==> src/rtl/vdic_mult_pkg.sv <==
// Shared types and helpers for the parity-protected sequential multiplier.
// Holds the FSM state encoding, the default operand width and the parity function.
package vdic_mult_pkg;

  typedef enum logic [1:0] {
    IDLE     = 2'd0,
    CALC     = 2'd1,
    DONE     = 2'd2,
    WAIT_LOW = 2'd3
  } state_t;

  localparam int DATA_W_DEFAULT = 16;

  // Zero-extension does not change XOR parity, so one 64-bit helper covers every legal width.
  function automatic logic even_parity(input logic [63:0] data);
    return ^data;
  endfunction

endpackage

==> src/rtl/vdic_mult_iter_core.sv <==
// Iterative shift-add core: multiplies two unsigned magnitudes in DATA_W steps
// and applies the sign of the product on the way out.
module vdic_mult_iter_core
  import vdic_mult_pkg::*;
#(
  parameter int DATA_W = DATA_W_DEFAULT
) (
  input  logic                  clk,
  input  logic                  rst_n,
  input  logic                  start,
  input  logic [DATA_W-1:0]     mag_a,
  input  logic [DATA_W-1:0]     mag_b,
  input  logic                  neg,
  output logic                  busy,
  output logic                  done,
  output logic [2*DATA_W-1:0]   product
);

  localparam int CNT_W = $clog2(DATA_W);
  localparam logic [CNT_W-1:0] LAST_ITER = CNT_W'(DATA_W - 1);
  localparam logic [CNT_W-1:0] ITER_ONE  = CNT_W'(1);
  localparam logic [2*DATA_W-1:0] ACC_ONE = {{(2*DATA_W-1){1'b0}}, 1'b1};

  logic [2*DATA_W-1:0] acc_r;
  logic [CNT_W-1:0]    iter_r;
  logic                busy_r;
  logic [2*DATA_W-1:0] addend_s;

  // partial product selected by the current multiplier bit
  always_comb begin
    addend_s = {(2*DATA_W){1'b0}};
    if (mag_b[iter_r]) begin
      addend_s = {{DATA_W{1'b0}}, mag_a} << iter_r;
    end else begin
      addend_s = {(2*DATA_W){1'b0}};
    end
  end

  // accumulator and iteration counter; operands are held stable by the caller while busy
  always_ff @(posedge clk) begin
    if (!rst_n) begin
      acc_r  <= {(2*DATA_W){1'b0}};
      iter_r <= {CNT_W{1'b0}};
      busy_r <= 1'b0;
    end else if (start) begin
      acc_r  <= {(2*DATA_W){1'b0}};
      iter_r <= {CNT_W{1'b0}};
      busy_r <= 1'b1;
    end else if (busy_r) begin
      acc_r  <= acc_r + addend_s;
      iter_r <= iter_r + ITER_ONE;
      if (iter_r == LAST_ITER) begin
        busy_r <= 1'b0;
      end
    end
  end

  assign busy    = busy_r;
  assign done    = busy_r && (iter_r == LAST_ITER);
  assign product = neg ? (~acc_r + ACC_ONE) : acc_r;

endmodule

==> src/rtl/vdic_mult_seq.sv <==
// Parametrised sequential multiplier with even-parity checked operands,
// req/ack capture handshake and a one-cycle result_rdy pulse.
module vdic_mult_seq
  import vdic_mult_pkg::*;
#(
  parameter int DATA_W = DATA_W_DEFAULT
) (
  input  logic                  clk,
  input  logic                  rst_n,
  input  logic [DATA_W-1:0]     arg_a,
  input  logic                  arg_a_parity,
  input  logic [DATA_W-1:0]     arg_b,
  input  logic                  arg_b_parity,
  input  logic                  mode_signed,
  input  logic                  req,
  output logic                  ack,
  output logic [2*DATA_W-1:0]   result,
  output logic                  result_parity,
  output logic                  result_rdy,
  output logic                  arg_parity_error
);

  localparam logic [DATA_W-1:0] ONE_W = {{(DATA_W-1){1'b0}}, 1'b1};

  state_t              state_r;
  state_t              state_s;
  logic [DATA_W-1:0]   mag_a_s;
  logic [DATA_W-1:0]   mag_b_s;
  logic                neg_s;
  logic                par_ok_s;
  logic                capture_s;
  logic                start_s;
  logic [DATA_W-1:0]   mag_a_r;
  logic [DATA_W-1:0]   mag_b_r;
  logic                neg_r;
  logic                par_err_r;
  logic                core_busy_s;
  logic                core_done_s;
  logic [2*DATA_W-1:0] core_product_s;

  // magnitudes and product sign derived from the live operands; the most negative value maps to 2^(DATA_W-1)
  always_comb begin
    if (mode_signed && arg_a[DATA_W-1]) begin
      mag_a_s = ~arg_a + ONE_W;
    end else begin
      mag_a_s = arg_a;
    end
    if (mode_signed && arg_b[DATA_W-1]) begin
      mag_b_s = ~arg_b + ONE_W;
    end else begin
      mag_b_s = arg_b;
    end
    neg_s    = mode_signed && (arg_a[DATA_W-1] ^ arg_b[DATA_W-1]);
    par_ok_s = (arg_a_parity == even_parity(64'(arg_a))) &&
               (arg_b_parity == even_parity(64'(arg_b)));
  end

  assign capture_s = (state_r == IDLE) && req;
  assign start_s   = capture_s && par_ok_s;

  // operand capture registers, loaded only on an IDLE request
  always_ff @(posedge clk) begin
    if (!rst_n) begin
      mag_a_r   <= {DATA_W{1'b0}};
      mag_b_r   <= {DATA_W{1'b0}};
      neg_r     <= 1'b0;
      par_err_r <= 1'b0;
    end else if (capture_s) begin
      mag_a_r   <= mag_a_s;
      mag_b_r   <= mag_b_s;
      neg_r     <= neg_s;
      par_err_r <= !par_ok_s;
    end
  end

  vdic_mult_iter_core #(
    .DATA_W (DATA_W)
  ) u_core (
    .clk     (clk),
    .rst_n   (rst_n),
    .start   (start_s),
    .mag_a   (mag_a_r),
    .mag_b   (mag_b_r),
    .neg     (neg_r),
    .busy    (core_busy_s),
    .done    (core_done_s),
    .product (core_product_s)
  );

  // FSM state register
  always_ff @(posedge clk) begin
    if (!rst_n) begin
      state_r <= IDLE;
    end else begin
      state_r <= state_s;
    end
  end

  // FSM next-state logic; an idle core in CALC can only follow a corrupted state, so recover to IDLE
  always_comb begin
    state_s = state_r;
    case (state_r)
      IDLE: begin
        if (req) begin
          state_s = par_ok_s ? CALC : DONE;
        end else begin
          state_s = IDLE;
        end
      end
      CALC: begin
        if (core_done_s) begin
          state_s = DONE;
        end else if (!core_busy_s) begin
          state_s = IDLE;
        end else begin
          state_s = CALC;
        end
      end
      DONE: begin
        state_s = WAIT_LOW;
      end
      WAIT_LOW: begin
        if (!req) begin
          state_s = IDLE;
        end else begin
          state_s = WAIT_LOW;
        end
      end
      default: begin
        state_s = IDLE;
      end
    endcase
  end

  // registered outputs; result fields only move when leaving DONE
  always_ff @(posedge clk) begin
    if (!rst_n) begin
      ack              <= 1'b0;
      result           <= {(2*DATA_W){1'b0}};
      result_parity    <= 1'b0;
      result_rdy       <= 1'b0;
      arg_parity_error <= 1'b0;
    end else begin
      ack        <= capture_s;
      result_rdy <= (state_r == DONE);
      if (state_r == DONE) begin
        if (par_err_r) begin
          result           <= {(2*DATA_W){1'b0}};
          result_parity    <= 1'b0;
          arg_parity_error <= 1'b1;
        end else begin
          result           <= core_product_s;
          result_parity    <= even_parity(64'(core_product_s));
          arg_parity_error <= 1'b0;
        end
      end
    end
  end

endmodule

==> config.mk <==
export PLATFORM = sky130hd
export DESIGN_NAME = vdic_mult_seq
export DESIGN_NICKNAME = d
export VERILOG_FILES = /design/src/rtl/vdic_mult_pkg.sv /design/src/rtl/vdic_mult_iter_core.sv /design/src/rtl/vdic_mult_seq.sv
export SDC_FILE = /design/constraint.sdc
export NUM_CORES = 1
export LEC_CHECK = 0
export CAP_MARGIN = 20
export CORE_ASPECT_RATIO = 1.2
export CORE_MARGIN = 4
export CORE_UTILIZATION = 35
export DETAILED_ROUTE_END_ITERATION = 10
export SYNTH_ARGS = -nofsm -noshare
export SYNTH_HDL_FRONTEND = slang
export SYNTH_SLANG_ARGS = --single-unit
==> constraint.sdc <==
create_clock -name clk -period 5.2 [get_ports clk]
set_clock_uncertainty 0.2 [all_clocks]
set_input_delay 1.56 -clock clk [delete_from_list [all_inputs] [get_ports clk]]
set_output_delay 1.56 -clock clk [all_outputs]
set_load 0.02 [all_outputs]
==> key figures <==
Placement
  – Placer Congestion: ~0.88
  – Placed Area: 9350 um2
  – I/O Buffers: 73
  – Post-DP HPWL: around 16000 um
  – Post-Place Cells: 1392

Critical path
  – FF-to-FF setup slack: approximately 0.4 ns
  – Worst setup endpoint: u_core.acc_r[29]
  – Critical path peak fanout: 12
  – Worst EP required: 5.24 ns
  – Data arrival, critical path: between 4 and 5 ns
  – Setup crit start kind: flip-flop
  – CP Capture Type: flip-flop
  – Worst reg2reg startpoint: u_core.iter_r[0]
  – Crit path launch: u_core.iter_r[0]
  – Reg2Reg Capture Point: u_core.acc_r[29]
  – Critical path class: flip-flop to flip-flop
  – Reg2Reg Depth: 17

STA
  – Hold Worst Slack: 0.256 ns
  – Max transition margin: about 56%
  – Minimum clock period: approximately 4.8 ns
  – Fmax: roughly 210 MHz
  – Unrepaired setup endpoints after global routing: false
  – Final Max Tran Viols: 0
  – Worst-Margin Slew: about 0.66 ns
  – Setup TNS: 0 ns
  – Final hold viol count: 0
  – Finish-stage setup viols: 0
  – Final Cycle Share: 92.1%

Power
  – Worst vdd ir: 0.124 mV
  – PD cells: 281 nW/um2
  – Total Power: approximately 2.7 mW
  – Static leakage: 3.92 nW

Floorplanning
  – Row count: 61
  – Chip Height: 176 um
  – Die area: 26200 um2
  – Core ar.: 23200 um2
  – # IOs: 74
  – Die width: around 150 um
  – Starting Density: 35.7%

Detailed routing
  – Residual DRC: 0
  – Via Count: between 7000 and 8000
  – DRT iter0 DRCs: 336
  – DRT Wirelength: ~20000 um
  – Routed wire per std cell: between 10 and 15 um
  – Vias per cell: 5.14
  – Final ANT Viol Nets: 0
  – Drt pass-1 iters: 5

Synthesis
  – Synth top area share: between 20% and 30%
  – Syn Inst Count: about 1000
  – Syn_area_per_cell: 7.95 um2
  – Number of synthesized flops with an enable pin: 0
  – Area leader, netlist: dfxtp_1
  – Synth Flop Type: dfxtp_1
  – Register area share after synthesis: 26.4%
  – Post-synth ARST share: 0%
  – Synthesized flop and latch total: 109
  – Synth Cell Area: 8270 um2
  – Netlist cell types: 62
  – Syn Nets: 1127
  – Area contributors post-synth: dfxtp_1, xnor2_1, nor2_1
  – Synth Warn #: 0

GRT
  – GRT Util Overall: between 10% and 20%
  – Global route overflow: 0
  – Number of global-route vias before repair: roughly 6800
  – Initial antenna violation count: 0
  – First-pass GRT wire length: 33700 um
  – Pin count of the biggest net entering global routing: a little over 50

Run status
  – Status: completed

Layout
  – Final std cells w/o fill: around 1400
  – Commonest non-fill, non-tap cell in the layout: nor2_1
  – Final Cell Area: 9670 um2
  – Antenna cells: 0
  – Area grow syn2layout: 16.8%
  – Share of cells above drive strength 1: about 7.0%
  – Commonest cells after routing, fill and taps aside: nor2_1, dfxtp_1, xnor2_1
  – Final nets: around 1200
  – FILL cells: 2451

Clocking
  – TritonCTS buffer count: 9
  – Clk_lat worst skew: 0.36 ns
  – CTS tree: done
  – Clk sinks: 109
  – H-tree depth: 3
  – Hold Buf Count CTS: 0
  – Longest Clk Path Bufs: 2
  – Worst-path clk slew: 0.07 ns
  – CTS Root Cell: clkbuf_16

Flow run
  – Max Cap Violations: 0

Worst hold path
  – Worst hold path class: flip-flop to flip-flop
[worst min-delay path by stage]
| stage | end | cells past startpoint | start | slack [ns] |
|---|---|---|---|---|
| detailed placement | result_parity | 2 | result_parity | 0.25 |
| floorplan | mag_b_r[10] | 2 | mag_b_r[10] | 0.23 |
| global route | result_parity | 2 | result_parity | 0.28 |
| finish | result_parity | 2 | result_parity | 0.26 |
| global placement | result_parity | 2 | result_parity | 0.24 |
| CTS | result_parity | 2 | result_parity | 0.26 |
[what timing repair did]
item	CTS	global route
buffers inserted	0	1
gates resized for setup	0	3
setup endpoints to repair	0	5
[critical path: stages, from the launching register on]
cell       delay, ns
dfxtp_1         0.39
buf_4           0.24
mux4_2          0.53
and2_1          0.18
a211oi_1        0.21
a211oi_1        0.08
ha_1            0.35
a21o_1          0.18
a21o_1          0.17
a21o_1          0.19
a221o_1         0.33
a2111oi_2       0.44
o21ai_0         0.17
a31oi_1         0.26
o21ai_0         0.21
a31oi_1         0.26
mux2i_1         0.19
o21ai_0         0.08
[Yosys cell counts, drive strengths merged, types with 10 or more instances]
| cell | count |
|---|---|
| nor2 | 164 |
| dfxtp | 109 |
| xnor2 | 88 |
| nand2 | 80 |
| a21oi | 78 |
| clkbuf | 53 |
| inv | 50 |
| ha | 47 |
| mux2i | 39 |
| o21ai | 39 |
| xor2 | 32 |
| a211oi | 28 |
| nand3 | 26 |
| a21o | 24 |
| a31oi | 19 |
| mux4 | 15 |
| or3 | 14 |
| nand4 | 10 |
| nor3 | 10 |
| o31ai | 10 |
[registers in the layout, indices dropped and copies added, names as in the netlist]
signal and count:
result 32, u_core.acc_r 32, mag_a_r 16, mag_b_r 16
u_core.iter_r 4, state_r 2, ack 1, arg_parity_error 1
neg_r 1, par_err_r 1, result_parity 1, result_rdy 1
u_core.busy 1
[cells by family after synthesis]
logic type	synth area share, %
simple gates	19.7
compound gates	18.3
flops	26.4
fa+ha+maj	7.35
buf+inv	5.19
mux	9.35
xor+xnor	13.8
[metal layers]
metal | share of wire [%] | GRT usage (%)
met3 | 3.5 | 2.11
met5 | 0 | 0
met2 | 47 | 26.3
met1 | 46 | 19.9
met4 | 3.8 | 6.93
[layout make-up]
class                   count  area, um2  share of cell area (%)
multi-input cells         820       5680                    58.7
flip-flops and latches    109       2180                    22.6
repair buffers             97        911                    9.42
well taps                 315        394                    4.08
clock buffers              11        233                    2.41
inverters                  52        195                    2.02
clock inverters             4       73.8                   0.764
[metrics by stage]
step / setup slack [ns] / util, %
detailed placement: 0.196 / 40.3
global placement: 0.240 / 40.3
CTS: 0.173 / 41.6
floorplan: 0.181 / -
finish: 0.409 / 41.7
global route: 0.0643 / 41.7
[where the power goes]
part | internal, mW | leakage (nW) | switching (mW) | total, mW
Clock | 0.421 | 0.150 | 0.315 | 0.735
Combinational | 0.421 | 2.88 | 0.546 | 0.966
Sequential | 0.915 | 0.886 | 0.103 | 1.02
Power figures use the tool's default switching activity.
==> variant: new RTL, config.mk and constraints unchanged <==
Make the reset (`rst_n`) asynchronous in 4 clocked blocks.
--- a/src/rtl/vdic_mult_iter_core.sv
+++ b/src/rtl/vdic_mult_iter_core.sv
@@ -38,5 +38,5 @@
 
   // accumulator and iteration counter; operands are held stable by the caller while busy
-  always_ff @(posedge clk) begin
+  always_ff @(posedge clk or negedge rst_n) begin
     if (!rst_n) begin
       acc_r  <= {(2*DATA_W){1'b0}};
--- a/src/rtl/vdic_mult_seq.sv
+++ b/src/rtl/vdic_mult_seq.sv
@@ -60,5 +60,5 @@
 
   // operand capture registers, loaded only on an IDLE request
-  always_ff @(posedge clk) begin
+  always_ff @(posedge clk or negedge rst_n) begin
     if (!rst_n) begin
       mag_a_r   <= {DATA_W{1'b0}};
@@ -89,5 +89,5 @@
 
   // FSM state register
-  always_ff @(posedge clk) begin
+  always_ff @(posedge clk or negedge rst_n) begin
     if (!rst_n) begin
       state_r <= IDLE;
@@ -134,5 +134,5 @@
 
   // registered outputs; result fields only move when leaving DONE
-  always_ff @(posedge clk) begin
+  always_ff @(posedge clk or negedge rst_n) begin
     if (!rst_n) begin
       ack              <= 1'b0;
Function: differs if rst_n is asserted again (counterexample within 4 cycles, from zero or initial values and one cycle with rst_n low); with rst_n held inactive, the same outputs for 10 cycles.
==> variant against the original RTL <==
Cell area increased by 4.2%. Area after synthesis increased by 5.1%. Count of clock-buffer cells in the layout decreased by 2. Synthesized cell count decreased by 0.38%. Worst hold slack improved by 22 ps. Die area increased by 4.8%. Sequential cell count unchanged. Worst setup slack improved by 24 ps. Wire length increased by 0.84%. Sequential share of layout area increased by 4.5 points. First-iteration DRC count increased by 0.30%. Critical endpoint is now u_core.acc_r[29]. Largest cell class unchanged.
Power is not compared: it rests on default switching activity, and its combinational part moved more than twofold at a synthesized area within 25%.
==> variant: results (changes against the original RTL) <==
Layout
  • Layout cell share with drive strength beyond 1: 6.35% (-0.70 points)
  • Fillers: 2497 (+1.9%)
  • Diode count: 0 (unchanged)
  • Final #Nets: 1168 (-0.60%)
  • Largest regs: result: 32 flops, u_core.acc_r: 32 flops

Synthesis
  • Prevailing post-synth register cell: dfrtp_1
  • Cell with the most instances after synthesis: nand2_1
  • Post-Syn Nets: 1123 (-0.35%)
  • Synth top area cells: dfrtp_1 31%, xnor2_1 9.3%, ha_1 6.8%, o21ai_0 5.5%, mux2i_1 5.4%
  • Ys async rst share: 100% (+100 points)
  • Most frequent cells after synthesis: 114 x nand2_1, 109 x dfrtp_1, 102 x nor2_1, 96 x o21ai_0, 92 x xnor2_1
  • YS warnings: 0 (unchanged)
  • Seq/Total Area, Yosys: 31.4% (+5.0 points)
  • Count of cell types in the netlist: 61 (-1.6%)

Placement
  • Hpwl dp: 16400 µm (about the same)
  • Port bufs: 73 (unchanged)
  • Worst slack, placed: 367 ps (+172 ps)
  • GP Congestion: 0.888 (+1.4%)

Setup path
  • FF-to-FF End: u_core.acc_r[29]
  • R2R Path Start: u_core.iter_r[0]
  • Critical Path AT: 4830 ps (about the same)
  • Critical Path Fanout Max: 10 (-2)
  • Depth of the most critical reg-to-reg path: 18 (+1)
  • Nature of the critical path endpoint: register
  • Crit start category: register
  • Reg2reg setup slack: 430 ps (+20 ps)
  • CP peak stage delay: about 540 ps

Routing
  • DRT iter0 DRCs: 337 (+0.30%)
  • Detailed Routing Iterations Pass 1: 4 (-1)
  • DR vias: 7104 (-1.8%)
  • WL/cell: 14.7 µm (+0.91%)

Clocking
  • Postcts setup bufs: 0 (unchanged)
  • Worst-Skew Late Latency: 360 ps (about the same)
  • Maximum root-to-sink buffer count: 2 (unchanged)
  • H-tree levels: 3 (unchanged)
  • Clk root buf: clkbuf_16
  • Clock Pin Slew Worst Setup and Hold Paths: 70 ps (about the same)

Run status
  • Status: finished clean

Hold path
  • Hold/Removal Path Class: reg -> reg

STA
  • Slew headroom: 48.3% (-7.7 points)
  • Post-layout minimum cycle time: 4770 ps (-23.8 ps)

Global route
  • Pin count of the biggest net entering global routing: 60 (+18%)
  • First-pass GRT wire length: 34600 µm (+2.6%)
  • Vias in the first global route: 6864 (+1.5%)
  • Initial antenna violation count: 0 (unchanged)
  • All-Layer GR Usage: 15.0% (-0.61 points)

Power and ir drop
  • Peak supply drop: slightly below 0.9 mV
  • Leakage Power: 4.55 nW
-- variant: cell type report --
| type | instances | area, µm² | area share, % |
|---|---|---|---|
| Clock buffer | 9 | 225 | 2.24 |
| Tap cell | 320 | 400 | 3.98 |
| Timing Repair Buffer | 91 | 863 | 8.57 |
| Multi-Input combinational cell | 824 | 5570 | 55.3 |
| Clock inverter | 7 | 105 | 1.04 |
| Inverter | 47 | 176 | 1.75 |
| Sequential cell | 109 | 2730 | 27.1 |
-- variant: stage by stage --
stage          total power [mW]  instances  cell area [µm²]  hold slack (ps)
2_1_floorplan              5.80       1037             8690              241
3_3_place_gp               7.05       1391             9740              262
3_5_place_dp               7.09       1391             9740              271
4_1_cts                    7.90       1407            10100              288
5_1_grt                    8.53       1407            10100              300
6_report                   7.83       1407            10100              278
-- variant: kinds of logic (layout without fill, tap and decap cells) --
logic type / after synthesis / in the layout / share of synthesized area, %
buffers and inverters: 104 / 154 / 4.60
adder cells (fa/ha/maj): 48 / 48 / 6.99
flip-flops: 109 / 109 / 31.4
multiplexers: 61 / 61 / 7.74
AO/OA/AOI/OAI: 245 / 245 / 17.5
XOR/XNOR: 137 / 137 / 14.0
AND/OR/NAND/NOR: 333 / 333 / 17.8
-- variant: layer usage --
layer | vias up | GRT usage (%) | share of wire (%)
met5 | - | 0 | 0
met4 | 0 | 4.24 | 1.6
met3 | 22 | 1.97 | 2.9
met2 | 113 | 26.4 | 49
met1 | 3282 | 19.3 | 47
li1 | 3687 | - | -
-- variant: timing repair --
item                                    4_1_cts  5_1_grt
gates resized for setup                       0        1
hold endpoints to repair                      0        0
endpoints found under the setup margin        0        1
-- variant: worst reg2reg max path, delay by kind of cell, from the launching register on --
family | cells | cell delay (ps)
DFF | 1 | 490
and+or+nand+nor | 5 | 810
muxes | 1 | 540
buffers and inverters | 1 | 210
AOI/OAI and AO/OA | 9 | 1860
adders and majority gates | 1 | 400
xor gates and xnor gates | 1 | 150
-- variant: worst min-delay path by stage --
stage                     start           to  slack (ps)  cells past startpoint
global placement     result[16]   result[16]         260                      2
finish                result[6]    result[6]         280                      2
floorplan           mag_b_r[15]  mag_b_r[15]         240                      2
CTS                   result[6]    result[6]         290                      2
global route         result[18]   result[18]         300                      2
detailed placement   result[12]   result[12]         270                      2
-- variant: where the power goes --
group / leakage [nW] / total (mW) / switching [mW] / internal [mW]
registers: 1.37 / 1.74 / 0.504 / 1.23
clock network: 0.159 / 0.772 / 0.341 / 0.430
logic: 3.02 / 5.32 / 2.80 / 2.52
total: 4.55 / 7.83 / 3.64 / 4.19
